## src/rtl/pipe_pkg.sv

```systemverilog
// Shared types and constants for the IF/ID pipeline stage: skid-buffer state
// encoding, default payload widths and the bubble instruction.
package pipe_pkg;

  localparam int DEF_PC_W    = 32;
  localparam int DEF_INSTR_W = 32;
  localparam int DEF_CNT_W   = 16;

  // An all-zero word is what decode treats as a bubble after a zeroing flush.
  localparam logic [DEF_INSTR_W-1:0] NOP = '0;

  typedef enum logic [1:0] {
    ST_EMPTY = 2'd0,
    ST_HALF  = 2'd1,
    ST_FULL  = 2'd2
  } skid_state_t;

  function automatic logic holds_entry(input skid_state_t s);
    return s != ST_EMPTY;
  endfunction

endpackage

```

## src/rtl/if2id_skid_reg_if.sv

```systemverilog
// Fetch-to-decode channel of the IF/ID stage: upstream handshake, downstream
// handshake, branch flush and the stall counter readout.
interface if2id_skid_reg_if #(
  parameter int PC_W    = 32,
  parameter int INSTR_W = 32,
  parameter int CNT_W   = 16
);

  // valid/ready: a transfer happens on a rising edge where valid & ready are
  // both 1; valid never waits on ready, and ready here is a function of
  // registered state only, so no combinational path runs from out_ready to in_ready.
  logic               in_valid;
  logic               in_ready;
  logic [PC_W-1:0]    in_pc_plus4;
  logic [INSTR_W-1:0] in_instr;
  logic               flush;
  logic               out_valid;
  logic               out_ready;
  logic [PC_W-1:0]    out_pc_plus4;
  logic [INSTR_W-1:0] out_instr;
  logic [CNT_W-1:0]   stall_cnt;

  modport master (
    output in_valid, in_pc_plus4, in_instr, flush, out_ready,
    input  in_ready, out_valid, out_pc_plus4, out_instr, stall_cnt
  );

  modport slave (
    input  in_valid, in_pc_plus4, in_instr, flush, out_ready,
    output in_ready, out_valid, out_pc_plus4, out_instr, stall_cnt
  );

endinterface

```

## src/rtl/sat_counter.sv

```systemverilog
// Saturating up-counter for per-stage performance events; sticks at all-ones
// and clears only on reset.
module sat_counter #(
  parameter int W = 16
) (
  input  logic         clk,
  input  logic         rst,
  input  logic         inc,
  output logic [W-1:0] count
);

  always_ff @(posedge clk or negedge rst) begin
    if (!rst) begin
      count <= '0;
    end else if (inc && (count != {W{1'b1}})) begin
      count <= count + 1'b1;
    end
  end

endmodule

```

## src/rtl/if2id_skid_reg.sv

```systemverilog
// IF/ID pipeline register with a 2-entry skid buffer: main entry drives decode,
// skid entry absorbs one extra fetch so back-pressure never reaches the PC combinationally.
module if2id_skid_reg
  import pipe_pkg::*;
#(
  parameter int PC_W       = DEF_PC_W,
  parameter int INSTR_W    = DEF_INSTR_W,
  parameter bit FLUSH_ZERO = 1'b1,
  parameter int CNT_W      = DEF_CNT_W
) (
  input  logic                 clk,
  input  logic                 rst,
  if2id_skid_reg_if.slave      bus,
  output skid_state_t          state_dbg
);

  skid_state_t        state_q;
  logic               out_valid_q;
  logic [PC_W-1:0]    main_pc_q;
  logic [INSTR_W-1:0] main_instr_q;
  logic [PC_W-1:0]    skid_pc_q;
  logic [INSTR_W-1:0] skid_instr_q;
  logic [CNT_W-1:0]   stall_cnt;
  logic               in_fire;
  logic               out_fire;
  logic               stall_inc;

  assign bus.in_ready = (state_q != ST_FULL) & rst;
  assign in_fire      = bus.in_valid & bus.in_ready;
  assign out_fire     = out_valid_q & bus.out_ready;
  assign stall_inc    = out_valid_q & ~bus.out_ready;

  assign bus.out_valid    = out_valid_q;
  assign bus.out_pc_plus4 = main_pc_q;
  assign bus.out_instr    = main_instr_q;
  assign bus.stall_cnt    = stall_cnt;
  assign state_dbg        = state_q;

  // out_valid is registered next to the state so it is a clean flop output.
  always_ff @(posedge clk or negedge rst) begin
    if (!rst) begin
      state_q      <= ST_EMPTY;
      out_valid_q  <= 1'b0;
      main_pc_q    <= '0;
      main_instr_q <= '0;
      skid_pc_q    <= '0;
      skid_instr_q <= '0;
    end else if (bus.flush) begin
      state_q     <= ST_EMPTY;
      out_valid_q <= 1'b0;
      if (FLUSH_ZERO) begin
        main_pc_q    <= '0;
        main_instr_q <= INSTR_W'(NOP);
        skid_pc_q    <= '0;
        skid_instr_q <= INSTR_W'(NOP);
      end
    end else begin
      case (state_q)
        ST_EMPTY: begin
          if (in_fire) begin
            main_pc_q    <= bus.in_pc_plus4;
            main_instr_q <= bus.in_instr;
            state_q      <= ST_HALF;
            out_valid_q  <= 1'b1;
          end
        end
        ST_HALF: begin
          if (in_fire && out_fire) begin
            main_pc_q    <= bus.in_pc_plus4;
            main_instr_q <= bus.in_instr;
          end else if (in_fire) begin
            // Decode is stalled: park the newer entry behind the held one.
            skid_pc_q    <= bus.in_pc_plus4;
            skid_instr_q <= bus.in_instr;
            state_q      <= ST_FULL;
          end else if (out_fire) begin
            state_q     <= ST_EMPTY;
            out_valid_q <= 1'b0;
          end
        end
        ST_FULL: begin
          if (out_fire) begin
            main_pc_q    <= skid_pc_q;
            main_instr_q <= skid_instr_q;
            state_q      <= ST_HALF;
          end
        end
        default: begin
          state_q     <= ST_EMPTY;
          out_valid_q <= 1'b0;
        end
      endcase
    end
  end

  sat_counter #(.W(CNT_W)) u_stall_cnt (
    .clk   (clk),
    .rst   (rst),
    .inc   (stall_inc),
    .count (stall_cnt)
  );

endmodule

```

## src/flat_wrapper.sv

```systemverilog
// flat-port wrapper written by rule: the top's interface ports become plain ports
module if2id_skid_reg_flat import pipe_pkg::*;
#(
  parameter int PC_W       = DEF_PC_W,
  parameter int INSTR_W    = DEF_INSTR_W,
  parameter bit FLUSH_ZERO = 1'b1,
  parameter int CNT_W      = DEF_CNT_W
)
  (clk, rst, state_dbg, bus_in_valid, bus_in_pc_plus4, bus_in_instr, bus_flush, bus_out_ready, bus_in_ready, bus_out_valid, bus_out_pc_plus4, bus_out_instr, bus_stall_cnt);
  if2id_skid_reg_if #(.PC_W(PC_W), .INSTR_W(INSTR_W), .CNT_W(CNT_W)) bus_i ();
  input  logic clk;
  input  logic rst;
  output skid_state_t state_dbg;
  input wire logic [$bits(bus_i.in_valid)-1:0] bus_in_valid;
  input wire logic [$bits(bus_i.in_pc_plus4)-1:0] bus_in_pc_plus4;
  input wire logic [$bits(bus_i.in_instr)-1:0] bus_in_instr;
  input wire logic [$bits(bus_i.flush)-1:0] bus_flush;
  input wire logic [$bits(bus_i.out_ready)-1:0] bus_out_ready;
  output wire logic [$bits(bus_i.in_ready)-1:0] bus_in_ready;
  output wire logic [$bits(bus_i.out_valid)-1:0] bus_out_valid;
  output wire logic [$bits(bus_i.out_pc_plus4)-1:0] bus_out_pc_plus4;
  output wire logic [$bits(bus_i.out_instr)-1:0] bus_out_instr;
  output wire logic [$bits(bus_i.stall_cnt)-1:0] bus_stall_cnt;
  assign bus_i.in_valid = bus_in_valid;
  assign bus_i.in_pc_plus4 = bus_in_pc_plus4;
  assign bus_i.in_instr = bus_in_instr;
  assign bus_i.flush = bus_flush;
  assign bus_i.out_ready = bus_out_ready;
  assign bus_in_ready = bus_i.in_ready;
  assign bus_out_valid = bus_i.out_valid;
  assign bus_out_pc_plus4 = bus_i.out_pc_plus4;
  assign bus_out_instr = bus_i.out_instr;
  assign bus_stall_cnt = bus_i.stall_cnt;
  if2id_skid_reg #(.PC_W(PC_W), .INSTR_W(INSTR_W), .FLUSH_ZERO(FLUSH_ZERO), .CNT_W(CNT_W)) u_core (.clk(clk), .rst(rst), .bus(bus_i), .state_dbg(state_dbg));
endmodule
```

## config.mk

```make
export PLATFORM = sky130hd
export DESIGN_NAME = if2id_skid_reg_flat
export DESIGN_NICKNAME = d
export VERILOG_FILES = /design/src/rtl/pipe_pkg.sv /design/src/rtl/if2id_skid_reg_if.sv /design/src/rtl/sat_counter.sv /design/src/rtl/if2id_skid_reg.sv /design/src/flat_wrapper.sv
export SDC_FILE = /design/constraint.sdc
export NUM_CORES = 1
export LEC_CHECK = 0
export BUFFER_PORTS_ARGS = -buffer_cell sky130_fd_sc_hd__buf_2
export CORE_MARGIN = 2
export CORE_UTILIZATION = 60
export CTS_BUF_LIST = sky130_fd_sc_hd__clkbuf_4
export DETAILED_ROUTE_END_ITERATION = 6
export PLACE_DENSITY_LB_ADDON = 0.2
export SLEW_MARGIN = 20
export SYNTH_ARGS = -nofsm -noshare
export SYNTH_HDL_FRONTEND = slang
export SYNTH_HIERARCHICAL = 1
export SYNTH_SLANG_ARGS = --single-unit
```

## constraint.sdc

```tcl
create_clock -name clk -period 4 [get_ports clk]
set_input_delay 0.2 -clock clk [delete_from_list [all_inputs] [get_ports clk]]
set_output_delay 0.2 -clock clk [all_outputs]
set_load 0.05 [all_outputs]
```

# Yosys cells after proc, flatten, opt, wreduce, memory -nomap -nowiden
# Cells that the tools add are included.
# Widths: inputs -> output; s select.
[classes]
n_addsub = 1
n_eq_ne = 13
muxes = 29
bitwise = 5
n_reduce_logical = 10
[op_table]
columns = ["op", "count"]
rows = [
  ["$mux 32", 14],
  ["$pmux 32 s3", 2],
  ["$add 16x1->16 const B", 1],
  ["$ne 16x16->1 const B", 1],
  ["$mux 2", 6],
  ["$ne 3x2->1 const B", 4],
  ["$reduce_and 4->1", 2],
  ["$ne 2x2->1 const B", 3],
  ["$ne 3x3->1 const B", 2],
  ["$pmux 2 s3", 1],
  ["$mux 1", 5],
  ["$reduce_and 5->1", 1],
  ["$and 1x1->1", 4],
  ["$ne 4x2->1 const B", 1],
  ["$reduce_bool 2->1", 2],
  ["$reduce_bool 4->1", 1],
  ["$pmux 1 s3", 1],
  ["$reduce_and 3->1", 1],
  ["$eq 2x1->1 const B", 1],
  ["$eq 2x2->1 const B", 1],
  ["$logic_and 1x1->1", 2],
  ["$logic_not 2->1", 1],
  ["$not 1->1", 1],
]
[totals]
reg_bits = 147
in_bits = 69
out_inout_bits = 84
elab_cells = 65

# Longest topological paths before layout
[logic_depth]
depth_word = 7
mapped_depth = 9
depth_no_buf = 6

# By module
# Netlist, hierarchy kept.
[by_module_without_submodules]
columns = ["mod", "instances", "cells_each", "area_each_um2", "seq_area_each_um2"]
rows = [
  ["if2id_skid_reg", 1, 676, 6984.2, 3278.1],
  ["sat_counter", 1, 77, 884.6, 400.4],
]

# Worst setup path after synthesis
# OpenSTA, ideal clock, no wires.
[synth_timing]
path_kind = "reg-to-reg"
startpoint = "register u_core.state_q[0] (netlist: u_core/state_dbg[0])"
endpoint = "register u_core.state_q[0] (netlist: u_core/state_dbg[0])"
setup_time_ps = 128
arrival_time_ps = 2545
required_ps = 3872
slack_ps = 1327
path_stages_with_launch = 8
n_path_buf = 1
period_less_slack_ps = 2673
path_cell_list = "dfrtp_1 -> inv_1 -> ha_1 -> buf_2 -> nor2b_1 -> and4_1 -> a221oi_1 -> mux2_1"
[synth_via]
elab_chain_cells = 7
elab_cells_between_ends = 16
classes_between = "eq/ne: 7; mux: 4; bitwise: 2; reduce/logical: 3"
[synth_lines]
columns = ["item", "line", "rtl"]
rows = [
  ["from (decl)", "if2id_skid_reg.sv:17", "skid_state_t state_q;"],
  ["from (signal assigned)", "if2id_skid_reg.sv:42", "state_q <= ST_EMPTY;"],
  ["from (signal assigned)", "if2id_skid_reg.sv:49", "state_q <= ST_EMPTY;"],
  ["from (signal assigned)", "if2id_skid_reg.sv:63", "state_q <= ST_HALF;"],
  ["$ne 2x2->1 *", "if2id_skid_reg.sv:28", "assign bus.in_ready = (state_q != ST_FULL) & rst;"],
  ["$and 1x1->1 *", "if2id_skid_reg.sv:28", ""],
  ["named net bus_in_ready", "flat_wrapper.sv:19", "output wire logic [$bits(bus_i.in_ready)-1:0] bus_in_ready;"],
  ["$and 1x1->1 *", "if2id_skid_reg.sv:29", "assign in_fire = bus.in_valid & bus.in_ready;"],
  ["$mux 2", "if2id_skid_reg.sv:71", "end else if (in_fire) begin"],
  ["$mux 2", "if2id_skid_reg.sv:68", "if (in_fire && out_fire) begin"],
  ["$pmux 2 s3", "if2id_skid_reg.sv:58", "case (state_q)"],
  ["$mux 2", "if2id_skid_reg.sv:48", "end else if (bus.flush) begin"],
]
# The timed path passes the listed nets; every way through them passes the cells marked *. The select of a mux whose other input is x is not followed.
# A chain may end at the register's enable or synchronous reset.

# Worst setup path in the final report
[layout_timing]
startpoint = "register u_core.state_q[0] (netlist: u_core/state_dbg[0])"
endpoint = "register u_core.main_instr_q[10] (netlist: u_core/bus.out_instr[10])"
[layout_via]
elab_chain_cells = 6
elab_cells_between_ends = 14
classes_between = "eq/ne: 6; mux: 2; bitwise: 2; reduce/logical: 4"
[layout_lines]
columns = ["item", "line", "rtl"]
rows = [
  ["$ne 2x2->1", "if2id_skid_reg.sv:28", ""],
  ["$and 1x1->1", "if2id_skid_reg.sv:28", ""],
  ["$and 1x1->1", "if2id_skid_reg.sv:29", ""],
  ["$logic_and 1x1->1", "if2id_skid_reg.sv:68", ""],
  ["$ne 3x2->1 (no source line)", "n/a", ""],
  ["$reduce_and 4->1 (no source line)", "n/a", ""],
  ["to (signal assigned)", "if2id_skid_reg.sv:62", "main_instr_q <= bus.in_instr;"],
  ["to (signal assigned)", "if2id_skid_reg.sv:70", "main_instr_q <= bus.in_instr;"],
  ["to (signal assigned)", "if2id_skid_reg.sv:84", "main_instr_q <= skid_instr_q;"],
  ["to (decl)", "if2id_skid_reg.sv:20", "logic [INSTR_W-1:0] main_instr_q;"],
]
# Several ways; a longest one is shown, not always the timed one.

==> results.sh <==
export IMPL_outcome="finished, final reports clean"
export IMPL_route_detailed_vias_per_inst=5.91
export IMPL_ys_warn_count=6
export IMPL_chipWidth_um=119
export IMPL_areaGrowthSynthToFinish_pct=21.3
export IMPL_cts_htree_levels=4
export IMPL_share_comb_of_total_power_pct=49.9
export IMPL_cellPowerDensity_nw_per_um2=621
export IMPL_cts_tree="built"
export IMPL_cp_arrival_ns=3.20
export IMPL_cts_num_sinks=147
export IMPL_n_antenna_cell=0
export IMPL_holdCritStartpoint="bus_out_ready"
export IMPL_ioPinCount=153
export IMPL_power_net_switching_w=0.00297
export IMPL_worstHoldPathType="in -> reg"
export IMPL_die_h_um=119
export IMPL_setup_worst_path_start_class="register"
export IMPL_grtUsageTotal_pct=29.1
export IMPL_tns_ns=0
export IMPL_dp_cells=1021
export IMPL_period_minus_slack_ns=2.79
export IMPL_start_util_pct=61.9
export IMPL_worstReg2RegStart="u_core/state_dbg[0]$_DFFE_PN0P_"
export IMPL_cts_inserted_buffers=17
export IMPL_cap_viol_max_count=0
export IMPL_synth_seq_cells=147
export IMPL_postSynth_asyncResetShare_pct=100
export IMPL_report_power_total_w=0.00593
export IMPL_final_number_of_setup_violating_endpoints=0
export IMPL_r2r_worst_path_cells=7
export IMPL_ant_nets=0
export IMPL_share_clk_of_total_power_pct=13.8
export IMPL_number_of_enable_type_register_cells_in_the_synthesized_netlist=0
export IMPL_critPathRequiredTime_ns=4.41
export IMPL_avgSynthCellArea_um2=10.4
export IMPL_layoutNonFillerInstCount=1118
export IMPL_timing_max_slew_rel_slack_pct=40.1
export IMPL_nets=1007
export IMPL_critPathCaptureType="register"
export IMPL_route_detailed_drc=0
export IMPL_tightest_slew_ns=0.898
export IMPL_swShare_pct=50.1
export IMPL_grt_overflow_total=0
export IMPL_clock_root_buffer="clkbuf_4"
export IMPL_route_vias_total=6611
export IMPL_num_rows=41
export IMPL_dominantRegCellSynth="dfrtp_1"
export IMPL_hold_violations=0
export IMPL_core_area_um2=12700
export IMPL_vdd_drop_max_v=0.000488
export IMPL_netlist_top_cells_count="nand2_1, dfrtp_1, a21oi_1"
export IMPL_ys_top_cells_by_area="dfrtp_1, o311ai_2, nand2_1"
export IMPL_fin_worst_skew_ns=0.0132
export IMPL_post_synth_top_area_cell="dfrtp_1"
export IMPL_synth_seq_area_share_pct=46.7
export IMPL_initialDrtViolationCount=652
export IMPL_register_area_um2=3680
export IMPL_synth_cell_area_um2=7870
export IMPL_finalMaxSlewViolations=0
export IMPL_post_route_period_util_pct=69.8
export IMPL_totalWireLength_um=19900
export IMPL_timing_fmax_mhz=358
export IMPL_clk_pin_slew_worst_paths_ns=0.12
export IMPL_firstDrtPassIters=5
export IMPL_seqPwrFrac_pct=36.2
export IMPL_power_internal_w=0.00296
export IMPL_worstHoldEndpoint="u_core/u_stall_cnt/count[0]$_DFFE_PN0P_"
export IMPL_drt_wirelength_per_cell_um=17.8
export IMPL_p_leak_nw=4.05
export IMPL_post_cts_resized=0
export IMPL_io_buffers=152
export IMPL_fillers=927
export IMPL_grt_pass1_wl_um=32800
export IMPL_grt_max_degree=86
export IMPL_worstSkewPairLatency_ns=0.56
export IMPL_first_global_vias=6639
export IMPL_unrepaired_setup_endpoints_after_global_routing="no"
export IMPL_critPathKind="reg -> reg"
export IMPL_cts_max_path_buffers=2
export IMPL_synth_top_area_share_pct=46.7
export IMPL_critical_path_peak_fanout=38
export IMPL_antenna_found_initial=0
export IMPL_synthesis_instances=753
export IMPL_multiInputGateArea_um2=3900
export IMPL_hpwlAfterDp_um=12000
export IMPL_drive_gt1_share_pct=27.9
export IMPL_r2r_end="u_core/bus.out_instr[10]$_DFFE_PN0P_"
export IMPL_floorplan_die_area_um2=14000
export IMPL_hold_depth=4
export IMPL_gp_congestion=0.880
export IMPL_ys_types=45
export IMPL_nets_in_the_synthesized_netlist=827
export IMPL_worst_r2r_setup_slack_ns=1.21
export IMPL_synth_most_common_cell="nand2_1"
[per-layer routing]
metal	wire length [um]	share of wire (%)	vias to the layer above	track usage (%)
li1	-	-	3057	-
met1	8320	42	3271	38.3
met2	10100	51	247	48.2
met3	1090	5.5	36	5.12
met4	422	2.1	0	11.0
met5	0	0	-	0
[critical path, cell delays in order (launching register included)]
cell      delay, ns
dfrtp_1        0.44
inv_1          0.16
ha_4           0.53
and3b_1        0.29
nor3_2         0.20
or2_4          0.49
buf_12         0.33
o311ai_1       0.16
[flip-flops by register name, summed over array words and instances, names as in the netlist]
name / cells
u_core/skid_instr_q: 32
u_core/skid_pc_q: 32
u_core/bus.out_pc_plus4: 32
u_core/u_stall_cnt/count: 16
u_core/state_dbg: 2
u_core/bus.out_valid: 1
u_core/bus.out_instr: 32
[worst max path at each step]
stage,endpoint,from,depth (start not counted),slack [ns]
after global routing,u_core/bus.out_instr[12]$_DFFE_PN0P_,u_core/state_dbg[0]$_DFFE_PN0P_,7,1.10
after CTS,u_core/bus.out_instr[10]$_DFFE_PN0P_,u_core/state_dbg[0]$_DFFE_PN0P_,7,1.23
after global placement,u_core/bus.out_instr[6]$_DFFE_PN0P_,u_core/state_dbg[0]$_DFFE_PN0P_,7,1.36
after floorplan,u_core/state_dbg[0]$_DFFE_PN0P_,u_core/state_dbg[0]$_DFFE_PN0P_,7,1.33
final,u_core/bus.out_instr[10]$_DFFE_PN0P_,u_core/state_dbg[0]$_DFFE_PN0P_,7,1.21
after detailed placement,u_core/bus.out_instr[10]$_DFFE_PN0P_,u_core/state_dbg[0]$_DFFE_PN0P_,7,1.25
[per-stage QoR]
stage	instance area, um2	hold slack [ns]	worst slack [ns]	util, %
after floorplan	7870	-0.0956	1.33	-
after global placement	8660	0.213	1.36	68.1
after detailed placement	8660	0.225	1.25	68.1
after CTS	9540	0.0666	1.23	75.0
after global routing	9550	0.0823	1.10	75.0
final	9550	0.107	1.21	75.0
[cell type report]
type / count / area share (%)
Timing Repair Buffer: 227 / 15.9
Tap cell: 172 / 2.25
Inverter: 2 / 0.0786
Sequential cell: 147 / 38.5
Clock buffer: 22 / 1.73
Clock inverter: 10 / 0.695
Multi-Input combinational cell: 538 / 40.8
[cell usage in the layout (no fill, tap or decap), types with 3 or more instances in the layout]
cell type / n
mux2i_1: 64
and4_1: 3
ha_1: 4
clkbuf_4: 22
buf_6: 3
nand3_2: 3
buf_4: 8
xnor2_1: 5
dlygate4sd3_1: 65
clkinv_1: 7
buf_2: 150
o21a_1: 3
o311ai_1: 4
o311ai_2: 60
nor2_1: 12
nand2_1: 197
dfrtp_1: 147
a21oi_1: 67
nand3b_1: 65
nand3_1: 5
nand4_1: 9
[kinds of logic after synthesis]
family,count (synthesis),synth area share [%]
buffers and inverters,68,4.20
flip-flops,147,46.7
adder cells (fa/ha/maj),5,0.795
multiplexers,67,8.67
AND/OR/NAND/NOR,313,20.1
XOR/XNOR,7,0.779
AO/OA/AOI/OAI,146,18.7
[power groups by stage]
stage | clock, W | sequential [W] | combinational (W)
2_1_floorplan | 0 | 0.00322 | 0.00116
3_3_place_gp | 0 | 0.00214 | 0.00284
3_5_place_dp | 0 | 0.00217 | 0.00290
4_1_cts | 0.000841 | 0.00214 | 0.00296
5_1_grt | 0.000906 | 0.00220 | 0.00311
6_report | 0.000819 | 0.00215 | 0.00296
[repair_timing]
action	CTS	global route
setup buffers	0	0
hold endpoints to repair	139	0
hold buffers	65	0
Power figures use the tool's default switching activity.
